<file path="src/rtl/nn_argmax.sv">
// Argmax over a packed vector of IEEE-754 single-precision scores.
// One float comparison per clock; the input vector is captured on start.
//
// state   | meaning
// IDLE    | waiting for start; outputs hold the last result
// SCAN    | comparing element i against the running best
// DONE    | commit cycle; done pulses and results update on the edge leaving it
module nn_argmax #(
    parameter int OUT_SIZE = 10,
    parameter int IDX_W    = 4
) (
    input  logic                  clk,
    input  logic                  rst,
    input  logic                  start,
    input  logic [32*OUT_SIZE-1:0] result_in,
    output logic                  busy,
    output logic                  done,
    output logic [IDX_W-1:0]      class_idx,
    output logic [31:0]           class_val,
    output logic                  all_nan
);

    localparam logic [1:0] ST_IDLE = 2'd0;
    localparam logic [1:0] ST_SCAN = 2'd1;
    localparam logic [1:0] ST_DONE = 2'd2;

    localparam logic [IDX_W-1:0] LAST_IDX = IDX_W'(OUT_SIZE - 1);

    logic [1:0]              state_q, state_d;
    logic [32*OUT_SIZE-1:0]  vec_q, vec_d;
    logic [31:0]             best_val_q, best_val_d;
    logic [IDX_W-1:0]        best_idx_q, best_idx_d;
    logic [IDX_W-1:0]        i_q, i_d;
    logic                    busy_q, busy_d;
    logic                    done_q, done_d;
    logic [IDX_W-1:0]        class_idx_q, class_idx_d;
    logic [31:0]             class_val_q, class_val_d;
    logic                    all_nan_q, all_nan_d;
    logic [31:0]             cand;

    function automatic logic is_nan(input logic [31:0] v);
        return (v[30:23] == 8'hFF) && (v[22:0] != 23'd0);
    endfunction

    // Strict "greater than" on raw float bits; equal values never win, so ties keep the lower index.
    function automatic logic wins(input logic [31:0] c, input logic [31:0] b);
        if (is_nan(c))
            return 1'b0;
        if (is_nan(b))
            return 1'b1;
        if ((c[30:0] == 31'd0) && (b[30:0] == 31'd0))
            return 1'b0;
        if (c[31] != b[31])
            return ~c[31];
        if (!c[31])
            return c[30:0] > b[30:0];
        return c[30:0] < b[30:0];
    endfunction

    assign cand = vec_q[32*int'(i_q) +: 32];

    always_comb begin
        state_d     = state_q;
        vec_d       = vec_q;
        best_val_d  = best_val_q;
        best_idx_d  = best_idx_q;
        i_d         = i_q;
        done_d      = 1'b0;
        class_idx_d = class_idx_q;
        class_val_d = class_val_q;
        all_nan_d   = all_nan_q;

        case (state_q)
            ST_IDLE: begin
                if (start) begin
                    vec_d      = result_in;
                    best_val_d = result_in[31:0];
                    best_idx_d = '0;
                    i_d        = IDX_W'(1);
                    state_d    = (OUT_SIZE == 1) ? ST_DONE : ST_SCAN;
                end
            end
            ST_SCAN: begin
                if (wins(cand, best_val_q)) begin
                    best_val_d = cand;
                    best_idx_d = i_q;
                end
                i_d = i_q + IDX_W'(1);
                if (i_q == LAST_IDX)
                    state_d = ST_DONE;
            end
            ST_DONE: begin
                done_d      = 1'b1;
                class_idx_d = best_idx_q;
                class_val_d = best_val_q;
                // A NaN best only survives when no element was a number.
                all_nan_d   = is_nan(best_val_q);
                state_d     = ST_IDLE;
            end
            default: begin
                state_d = ST_IDLE;
            end
        endcase

        busy_d = (state_d != ST_IDLE);
    end

    always_ff @(posedge clk) begin
        if (rst) begin
            state_q     <= ST_IDLE;
            vec_q       <= '0;
            best_val_q  <= '0;
            best_idx_q  <= '0;
            i_q         <= '0;
            busy_q      <= 1'b0;
            done_q      <= 1'b0;
            class_idx_q <= '0;
            class_val_q <= '0;
            all_nan_q   <= 1'b0;
        end else begin
            state_q     <= state_d;
            vec_q       <= vec_d;
            best_val_q  <= best_val_d;
            best_idx_q  <= best_idx_d;
            i_q         <= i_d;
            busy_q      <= busy_d;
            done_q      <= done_d;
            class_idx_q <= class_idx_d;
            class_val_q <= class_val_d;
            all_nan_q   <= all_nan_d;
        end
    end

    assign busy      = busy_q;
    assign done      = done_q;
    assign class_idx = class_idx_q;
    assign class_val = class_val_q;
    assign all_nan   = all_nan_q;

endmodule
</file>
<file path="config.mk">
export PLATFORM = sky130hd
export DESIGN_NAME = nn_argmax
export DESIGN_NICKNAME = d
export VERILOG_FILES = /design/src/rtl/nn_argmax.sv
export SDC_FILE = /design/constraint.sdc
export NUM_CORES = 1
export LEC_CHECK = 0
export BUFFER_PORTS_ARGS = -buffer_cell sky130_fd_sc_hd__buf_4
export CORE_MARGIN = 4
export CORE_UTILIZATION = 25
export CTS_CLUSTER_DIAMETER = 150
export DETAILED_ROUTE_END_ITERATION = 8
export PLACE_DENSITY = 0.48
export SKIP_CTS_REPAIR_TIMING = 1
export SYNTH_ARGS = -nofsm -noshare
export SYNTH_HDL_FRONTEND = slang
export SYNTH_SLANG_ARGS = --single-unit
</file>
<file path="constraint.sdc">
create_clock -name clk -period 5.76 [get_ports clk]
set_input_delay 0.576 -clock clk [delete_from_list [all_inputs] [get_ports clk]]
set_output_delay 0.576 -clock clk [all_outputs]
set_load 0.005 [all_outputs]
</file>
* After elaboration in Yosys (flattened, before gate mapping)
Cells that the tools add are included.
** Storage, ports and cells
- Word-level logic and storage cells :: 80
- Input bits :: 323
- Bits in registers :: 401
- Output and inout bits :: 39
** Operators by class
- Equal/unequal tests :: 8
- Reduce and logical (&&, ||, !) cells :: 13
- Shifts and indexed selects :: 1
- $lt $le $gt $ge :: 2
- $add $sub $neg :: 1
- Mux-type cells :: 44
- Bitwise operators :: 1
** Operators by type and width (count)
- indexed part select 320 x 10 -> 32 bit :: 1
- two-way mux 32 bit :: 2
- case mux 32 bit (2 select lines) :: 1
- logical NOT 31 bit :: 2
- nonzero test 23 bit :: 2
- two-way mux 1 bit :: 33
- > comparator 31 bit :: 1
- < comparator 31 bit :: 1
- equality test 8 bit, second input constant :: 2
- case mux 4 bit (2 select lines) :: 2
- two-way mux 4 bit :: 3
- adder 4 x 1 -> 4 bit, second input constant :: 1
- equality test 4 bit, second input constant :: 1
- two-way mux 2 bit :: 2
- case mux 2 bit (2 select lines) :: 1
- AND reduction 2 bit :: 2
- nonzero test 2 bit :: 2
- logical AND 1 bit :: 3
- AND reduction 3 bit :: 1
- equality test 2 x 1 -> 1 bit, second input constant :: 1
- equality test 2 bit, second input constant :: 1
- logical NOT 2 bit :: 1
- != test 2 x 1 -> 1 bit, second input constant :: 1
- != test 2 bit, second input constant :: 1
- other kinds (2) :: 2

* Logic depth before layout (Yosys ltp)
Gate-level depths: netlist (run 1).
- Depth after elaboration :: 27
- Depth in mapped cells :: 20
- Depth with buffers taken out :: 14

* Worst setup path before layout (run 1)
OpenSTA, ideal clock, no wires.
- Kind :: register -> register
- Start :: register i_q[0]
- End :: register best_val_q[18]
- Clock period less this slack :: 4191 ps
- Setup time :: 130 ps
- Arrival time :: 4061 ps
- Stages on the path, launching flop included :: 17
- Setup slack :: 1569 ps
- Data required time :: 5630 ps
- Path buffers :: 4
- Cells stage by stage :: dfxtp_1 -> buf_2 -> buf_2 -> mux4_2 -> a221oi_1 -> inv_1 -> ha_1 -> nand4_1 -> nor4_1 -> nand4_1 -> or4_1 -> o31a_1 -> a31oi_2 -> o21a_1 -> buf_6 -> buf_2 -> o31ai_1
** Between the ends
- Longest elaborated chain between the ends :: 15
** RTL lines
- start: declaration :: RTL line 33 : logic [IDX_W-1:0] i_q, i_d;
- start signal: assignment :: RTL line 125 : i_q <= i_d;
- indexed part select 320 x 10 -> 32 bit * :: RTL line 60 : assign cand = vec_q[32*int'(i_q) +: 32];
- branches (longest 14 deep; another with > comparator 31 bit)
- end signal: assignment :: RTL line 123 : best_val_q <= best_val_d;
- end: declaration :: RTL line 31 : logic [31:0] best_val_q, best_val_d;
Mark *: on every way between the ends. The select of a mux whose other input is x is not followed.
A chain may end at the register's enable or synchronous reset.

* Worst setup path after layout (run 1)
- Start :: register i_q[0]
- End :: register best_idx_q[2]
** Between the ends
- Longest elaborated chain between the ends :: 15
** RTL lines
- indexed part select 320 x 10 -> 32 bit * :: RTL line 60
- branches (longest 10 deep; another with > comparator 31 bit)
- two-way mux 1 bit * :: RTL line 49 : if (is_nan(b))
- two-way mux 1 bit * :: RTL line 73 : case (state_q)
- != test 2 x 1 -> 1 bit (no line) *
- AND reduction 3 bit (no line) *
- end signal: assignment :: RTL line 124 : best_idx_q <= best_idx_d;
- end: declaration :: RTL line 32 : logic [IDX_W-1:0] best_idx_q, best_idx_d;
Marks and branches as above.

==> results of run 1 <==
[area by class of cell]
| cell class | instances | area share [%] |
|---|---|---|
| multi-input combinational | 1549 | 38.11 |
| sequential | 401 | 35.10 |
| timing repair buffer | 398 | 13.61 |
| clock buffer | 65 | 5.870 |
| tap | 940 | 5.138 |
| clock inverter | 21 | 1.235 |
| inverter | 56 | 0.9183 |
| antenna | 1 | 0.01093 |
[flip-flops by register name, summed over array words and instances (netlist names)]
name / flops
best_idx_q: 4
busy: 1
state_q: 2
all_nan: 1
class_idx: 4
best_val_q: 32
done: 1
class_val: 32
vec_q: 320
i_q: 4
[worst max-delay path, delay by kind of cell (launching register included)]
| family | cells | cell delay, ns |
|---|---|---|
| AOI/OAI and AO/OA | 10 | 2.41 |
| buffers and inverters | 3 | 0.77 |
| DFF | 1 | 0.72 |
| and+or+nand+nor | 2 | 0.57 |
| adders and majority gates | 1 | 0.31 |
[metrics by stage]
step	power [mW]	area, um2
2_1_floorplan	3.764	17690
3_3_place_gp	4.338	21230
3_5_place_dp	4.342	21230
4_1_cts	7.456	22860
5_1_grt	7.685	22890
6_report	7.379	22890
[where the power goes]
| group | leakage [nW] | switching (mW) | internal, mW |
|---|---|---|---|
| registers | 3.29 | 0.164 | 2.94 |
| logic | 4.85 | 0.706 | 0.476 |
| clock network | 0.795 | 1.26 | 1.83 |
| total | 8.93 | 2.13 | 5.24 |
[how the worst min path moves through the flow]
stage | end | slack [ns] | cells past startpoint
3_3_place_gp | vec_q[24] | 0.44 | 2
3_5_place_dp | vec_q[230] | 0.44 | 2
2_1_floorplan | class_idx[0] | 0.43 | 2
5_1_grt | vec_q[47] | 0.21 | 3
4_1_cts | vec_q[47] | 0.19 | 3
6_report | vec_q[42] | 0.22 | 3
[routing by layer]
layer | part of all wire (%) | GRT usage, % | wire, um
met1 | 43 | 26.38 | 34150
met2 | 49 | 34.71 | 38630
met3 | 5.4 | 3.255 | 4253
met4 | 2.1 | 4.727 | 1682
met5 | 0 | 0 | 0
[cells by family (layout without fill, tap and decap cells)]
kind of cell / Yosys count / in the layout / share of synthesized area (%)
AND/OR/NAND/NOR: 844 / 844 / 18.81
AO/OA/AOI/OAI: 551 / 551 / 18.07
XOR/XNOR: 1 / 1 / 0.04952
flip-flops: 401 / 401 / 45.38
adder cells (fa/ha/maj): 33 / 33 / 2.334
buffers and inverters: 239 / 540 / 5.390
other: 0 / 1 / 0
multiplexers: 120 / 120 / 9.960
[cell usage in the layout, fill, tap and decap left out, types with 13 or more instances in the layout]
master     instances
mux4_2            43
o22ai_1           15
o31ai_1           25
o21ai_0           13
nor2_1            50
a221oi_1          15
ha_1              33
dfxtp_1          399
o2111ai_1         36
mux2_2            18
clkbuf_16         47
a21oi_1          395
buf_4            388
inv_1             55
nand2_1          728
mux2i_1           59
==> metrics.md, run 1 <==
| Metric | Value |
|---|---|
| Status | `completed` |
| Min Tclk post-route | `5.019 ns` |
| CP required | `6.21 ns` |
| Starting density of the core | `25.26%` |
| CP dominant cell by count | `o21ai_0` |
| Via count | `16810` |
| Final Setup Violations | `0` |
| ANT nets after route | `0` |
| Sequential-to-total area share from yosys stat | `45.38%` |
| RSZ-0062 raised after global routing | `no` |
| Wirelength per Cell | `22.94 um` |
| CTS max path bufs | `3` |
| Multi-input gate area | `0.008725 mm2` |
| DR iter-0 viols | `1283` |
| FF-to-FF Start | `i_q[0]` |
| Mapped Avg Cell Area | `8.080 um2` |
| Die extent in x | `274.0 um` |
| Initial antenna violation count | `1` |
| Worst-Margin Slew | `1.187 ns` |
| Net count after synthesis | `2545` |
| Clk pin slew, worst setup/hold paths | `0.06 ns` |
| Flop and latch count out of synthesis | `401` |
| Total grt overflow | `0` |
| Mapped cell area | `0.01769 mm2` |
| DP Wirelength | `59.82 mm` |
| Crit-path max cell delay | `0.72 ns` |
| Root Buffer | `clkbuf_16` |
| Critical Path End | `best_idx_q[2]` |
| CP Data Arrival Time | `5.47 ns` |
| Area Growth Syn to Fin | `29.41%` |
| Drt drc | `0` |
| Placed cells | `3343` |
| Max-Cap Viols | `0` |
| Critical Path Slowest Stage Cell | `dfxtp_4` |
| Crit end category | `flip-flop` |
| Vias per cell | `4.898` |
| Gr usage total | `20.12%` |
| Fill count | `7461` |
| Hold_ws | `0.2203 ns` |
| Most common library cells after synthesis | `729 x nand2_1, 401 x dfxtp_1, 395 x a21oi_1, 150 x clkbuf_1, 59 x mux2i_1` |
| I/O pin count | `362` |
| Die area | `0.07507 mm2` |
| Most common cell in the netlist | `nand2_1` |
| Yosys warning total | `0` |
| Max Slew Vio Count | `0` |
| Skew final | `0.04513 ns` |
| Worst setup path class | `flip-flop to flip-flop` |
| Cell Pwr Density | `322.3 mW/mm2` |
| Worst VDD drop | `0.2113 mV` |
| Register area | `0.008035 mm2` |
| Core Util, Final | `32.69%` |
| Fin cells | `3431` |
| Layout Nets | `2808` |
| Setup TNS | `0 ns` |
| Worst skew pair latency | `0.61 ns` |
| Critical R2R Capture | `best_idx_q[2]` |
| Area leader, netlist | `dfxtp_1` |
| Startpoint type of the worst setup path | `flip-flop` |
| WL final | `78.72 mm` |
| Vias in the first global route | `16820` |
| Post-synth ARST share | `0%` |
| CP Launch Point | `i_q[0]` |
| Reg2reg setup slack | `0.74 ns` |
| Mapped Cells | `2189` |
| Die Ht | `274.0 um` |
| Hold Startpoint | `result_in[42]` |
| Drt first pass iters | `8` |
| Share of cells above drive strength 1 | `22.13%` |
| CTS tree | `done` |
| Core Box Area | `0.07003 mm2` |
| Post-synth top area share | `45.38%` |
| Routability cong. | `0.8969` |
| Worst r2r path cells | `16` |
| Ys flop type | `dfxtp_1` |
| Global-route wire length before repair | `112.6 mm` |
| Slew headroom | `20.90%` |
| Fin crit share | `87.14%` |
| LEAKAGE | `8.928 nW` |
| Unique cell type count in the Yosys netlist | `53` |
| Count of input and output buffers | `361` |
| Synth top area cells | `dfxtp_1 45%, nand2_1 15%, a21oi_1 11%` |
| Worst-path fanout max | `36` |
| Post-synth EDFFs | `0` |
| Pre-CTS WS | `0.7652 ns` |
| Clock Sinks | `401` |
| Crit path cell chain | `buf_12 > or3b_2 > o22ai_1 > a221oi_1 > inv_1 > ha_1 > a21oi_1 > o21ai_0 > nor3b_1 > a2111oi_0 > o21ai_0 > o31a_1 > a31oi_2 > o21a_1 > buf_4 > o21ai_0` |
| Final Hold Viols | `0` |
| Maximum number of pins on one net before global-route repair | `229` |
| Worst hold path class | `input pin to flip-flop` |
| H-tree levels | `2` |
| FMAX | `0.1992 GHz` |
| CTS buffer count | `46` |
| Row count | `97` |
| Setup ws final | `0.7409 ns` |
Note: power is estimated with default switching activity, not from simulation.
==> run 2, diff against run 1 <==
--- a/config.mk
+++ b/config.mk
@@ -11,6 +11,7 @@
 export CTS_CLUSTER_DIAMETER = 150
 export DETAILED_ROUTE_END_ITERATION = 8
 export PLACE_DENSITY = 0.48
+export REMOVE_ABC_BUFFERS = 1
 export SKIP_CTS_REPAIR_TIMING = 1
 export SYNTH_ARGS = -nofsm -noshare
 export SYNTH_HDL_FRONTEND = slang
==> metrics.md, run 2 (synthesis results as in run 1) <==
| Metric | Value |
|---|---|
| Crit path cell chain | `buf_4 > mux4_2 > a221oi_1 > buf_4 > inv_1 > ha_1 > nand4_1 > nor4_1 > nand4_1 > or4_1 > o31a_1 > a31oi_4 > buf_4 > o2111ai_1 > o41ai_1` |
| Via count | `16310 (-3.0%)` |
| Cell Pwr Density | `323.3 mW/mm2 (+0.31%)` |
| Vias in the first global route | `16560 (-1.5%)` |
| Cell family with most CP delay | `simple AND/OR/NAND/NOR gates` |
| Crit-path max cell delay | `0.80 ns (+0.08 ns)` |
| Worst VDD drop | `0.1634 mV (-23%)` |
| Worst-Margin Slew | `1.049 ns (-0.1374 ns)` |
| DP Wirelength | `46.02 mm (-23%)` |
| Slew headroom | `29.79% (+8.9 points)` |
| Flip-flop count of the largest register after layout | `320 (unchanged)` |
| Maximum number of pins on one net before global-route repair | `170 (-26%)` |
| Area Growth Syn to Fin | `29.53% (about the same)` |
| Global-route wire length before repair | `97.46 mm (-13%)` |
| Count of input and output buffers | `361 (unchanged)` |
| Final Setup Violations | `0 (unchanged)` |
| Most common cell after layout, fill and taps aside | `nand2_1` |
| Die area | `0.07507 mm2 (unchanged)` |
| Core Box Area | `0.07003 mm2 (unchanged)` |
| WL final | `64.97 mm (-17%)` |
| Die extent in x | `274.0 um (unchanged)` |
| FMAX | `0.1971 GHz (-1.1%)` |
| Row count | `97 (unchanged)` |
| Vias per cell | `4.756 (-2.9%)` |
| Total grt overflow | `0 (unchanged)` |
| Max Slew Vio Count | `0 (unchanged)` |
| CTS buffer count | `48 (+4.3%)` |
| Layout Nets | `2809 (+0.036%)` |
| Setup TNS | `0 ns (unchanged)` |
| Root Buffer | `clkbuf_16` |
| Worst hold path class | `input pin to flip-flop` |
| Die Ht | `274.0 um (unchanged)` |
| CTS tree | `done` |
| Share of cells above drive strength 1 | `22.08% (-0.045 points)` |
| Clock Sinks | `401 (unchanged)` |
| Gr usage total | `16.68% (-3.4 points)` |
| CP dominant cell by count | `buf_4` |
| CP required | `6.22 ns (about the same)` |
| Critical Path Slowest Stage Cell | `dfxtp_4` |
| Drt first pass iters | `5 (-3)` |
| Status | `completed` |
| CP Data Arrival Time | `5.53 ns (+0.06 ns)` |
| Routability cong. | `0.8544 (-4.7%)` |
| Crit end category | `flip-flop` |
| Most frequent cells in the layout | `728 x nand2_1, 399 x dfxtp_1, 395 x a21oi_1, 391 x buf_4, 59 x mux2i_1` |
| RSZ-0062 raised after global routing | `no` |
| Startpoint type of the worst setup path | `flip-flop` |
| ANT nets after route | `0 (unchanged)` |
| Fill count | `7427 (-0.46%)` |
| WP buf/inv | `4 (+1)` |
| Final Hold Viols | `0 (unchanged)` |
| Max-Cap Viols | `0 (unchanged)` |
| Most flops, register | `vec_q` |
| DR iter-0 viols | `1012 (-21%)` |
| CTS max path bufs | `3 (unchanged)` |
| Worst setup path class | `flip-flop to flip-flop` |
| I/O pin count | `362 (unchanged)` |
| Worst-path fanout max | `36 (unchanged)` |
| Pwr Total | `7.408 mW (+0.40%)` |
| Min Tclk post-route | `5.075 ns (+0.05555 ns)` |
| Clk pin slew, worst setup/hold paths | `0.06 ns (about the same)` |
| Starting density of the core | `25.26% (unchanged)` |
| LEAKAGE | `8.941 nW (+0.15%)` |
| Skew final | `0.01184 ns (-0.03329 ns)` |
| Initial antenna violation count | `3 (+2)` |
| Drt drc | `0 (unchanged)` |
| Fin crit share | `88.10% (+0.96 points)` |
| Worst skew pair latency | `0.58 ns (-0.03 ns)` |
| Wirelength per Cell | `18.95 um (-17%)` |
| H-tree levels | `2 (unchanged)` |
-- run 2: layer usage --
layer	vias up	routed length (um)	global-route usage, %
li1	8022	-	-
met1	7764	28370	21.62
met2	423	31170	28.18
met3	94	3637	3.325
met4	2	1776	4.822
met5	-	13	0
-- run 2: power by group --
group / switching [mW] / internal [mW]
sequential: 0.119 / 2.94
clock: 1.22 / 2.01
combinational: 0.643 / 0.470
-- run 2: path summary, 6_finish.rpt --
kind | endpoint | start | slack, ns | cells after the start
worst max-delay path | best_val_q[25] | i_q[0] | 0.69 | 15
worst min-delay path | vec_q[131] | result_in[131] | 0.25 | 3
worst max register to register | best_val_q[25] | i_q[0] | 0.69 | 15
worst min register to register | vec_q[21] | vec_q[21] | 0.45 | 2
-- run 2: area by class of cell --
class                      count  area, um2  area share [%]
tap                          940       1176           5.134
clock buffer                  66       1371           5.986
antenna                        2      5.005         0.02184
sequential                   401       8035           35.07
multi-input combinational   1549       8760           38.23
clock inverter                17      295.3           1.289
timing repair buffer         397       3058           13.35
inverter                      56      210.2          0.9175
-- run 2: worst reg2reg max path: stages (launching register included) --
cell and delay, ns:
dfxtp_4 0.80, buf_4 0.38, mux4_2 0.53, a221oi_1 0.49, buf_4 0.23, inv_1 0.05, ha_1 0.29, nand4_1 0.09
nor4_1 0.29, nand4_1 0.21, or4_1 0.56, o31a_1 0.15, a31oi_4 0.19, buf_4 0.42, o2111ai_1 0.17, o41ai_1 0.11
-- run 2: through the flow --
step	instances	setup slack (ns)	hold WS [ns]	utilization, %	cell area (um2)
finish	3428	0.6853	0.2468	32.72	22910
global route	3427	0.2885	0.2267	32.71	22910
CTS	3425	0.6460	0.2067	32.67	22880
detailed placement	3342	0.6796	0.4456	30.29	21210
global placement	3342	0.7500	0.4399	30.29	21210
floorplan	2006	-2.066	0.4260	-	16950
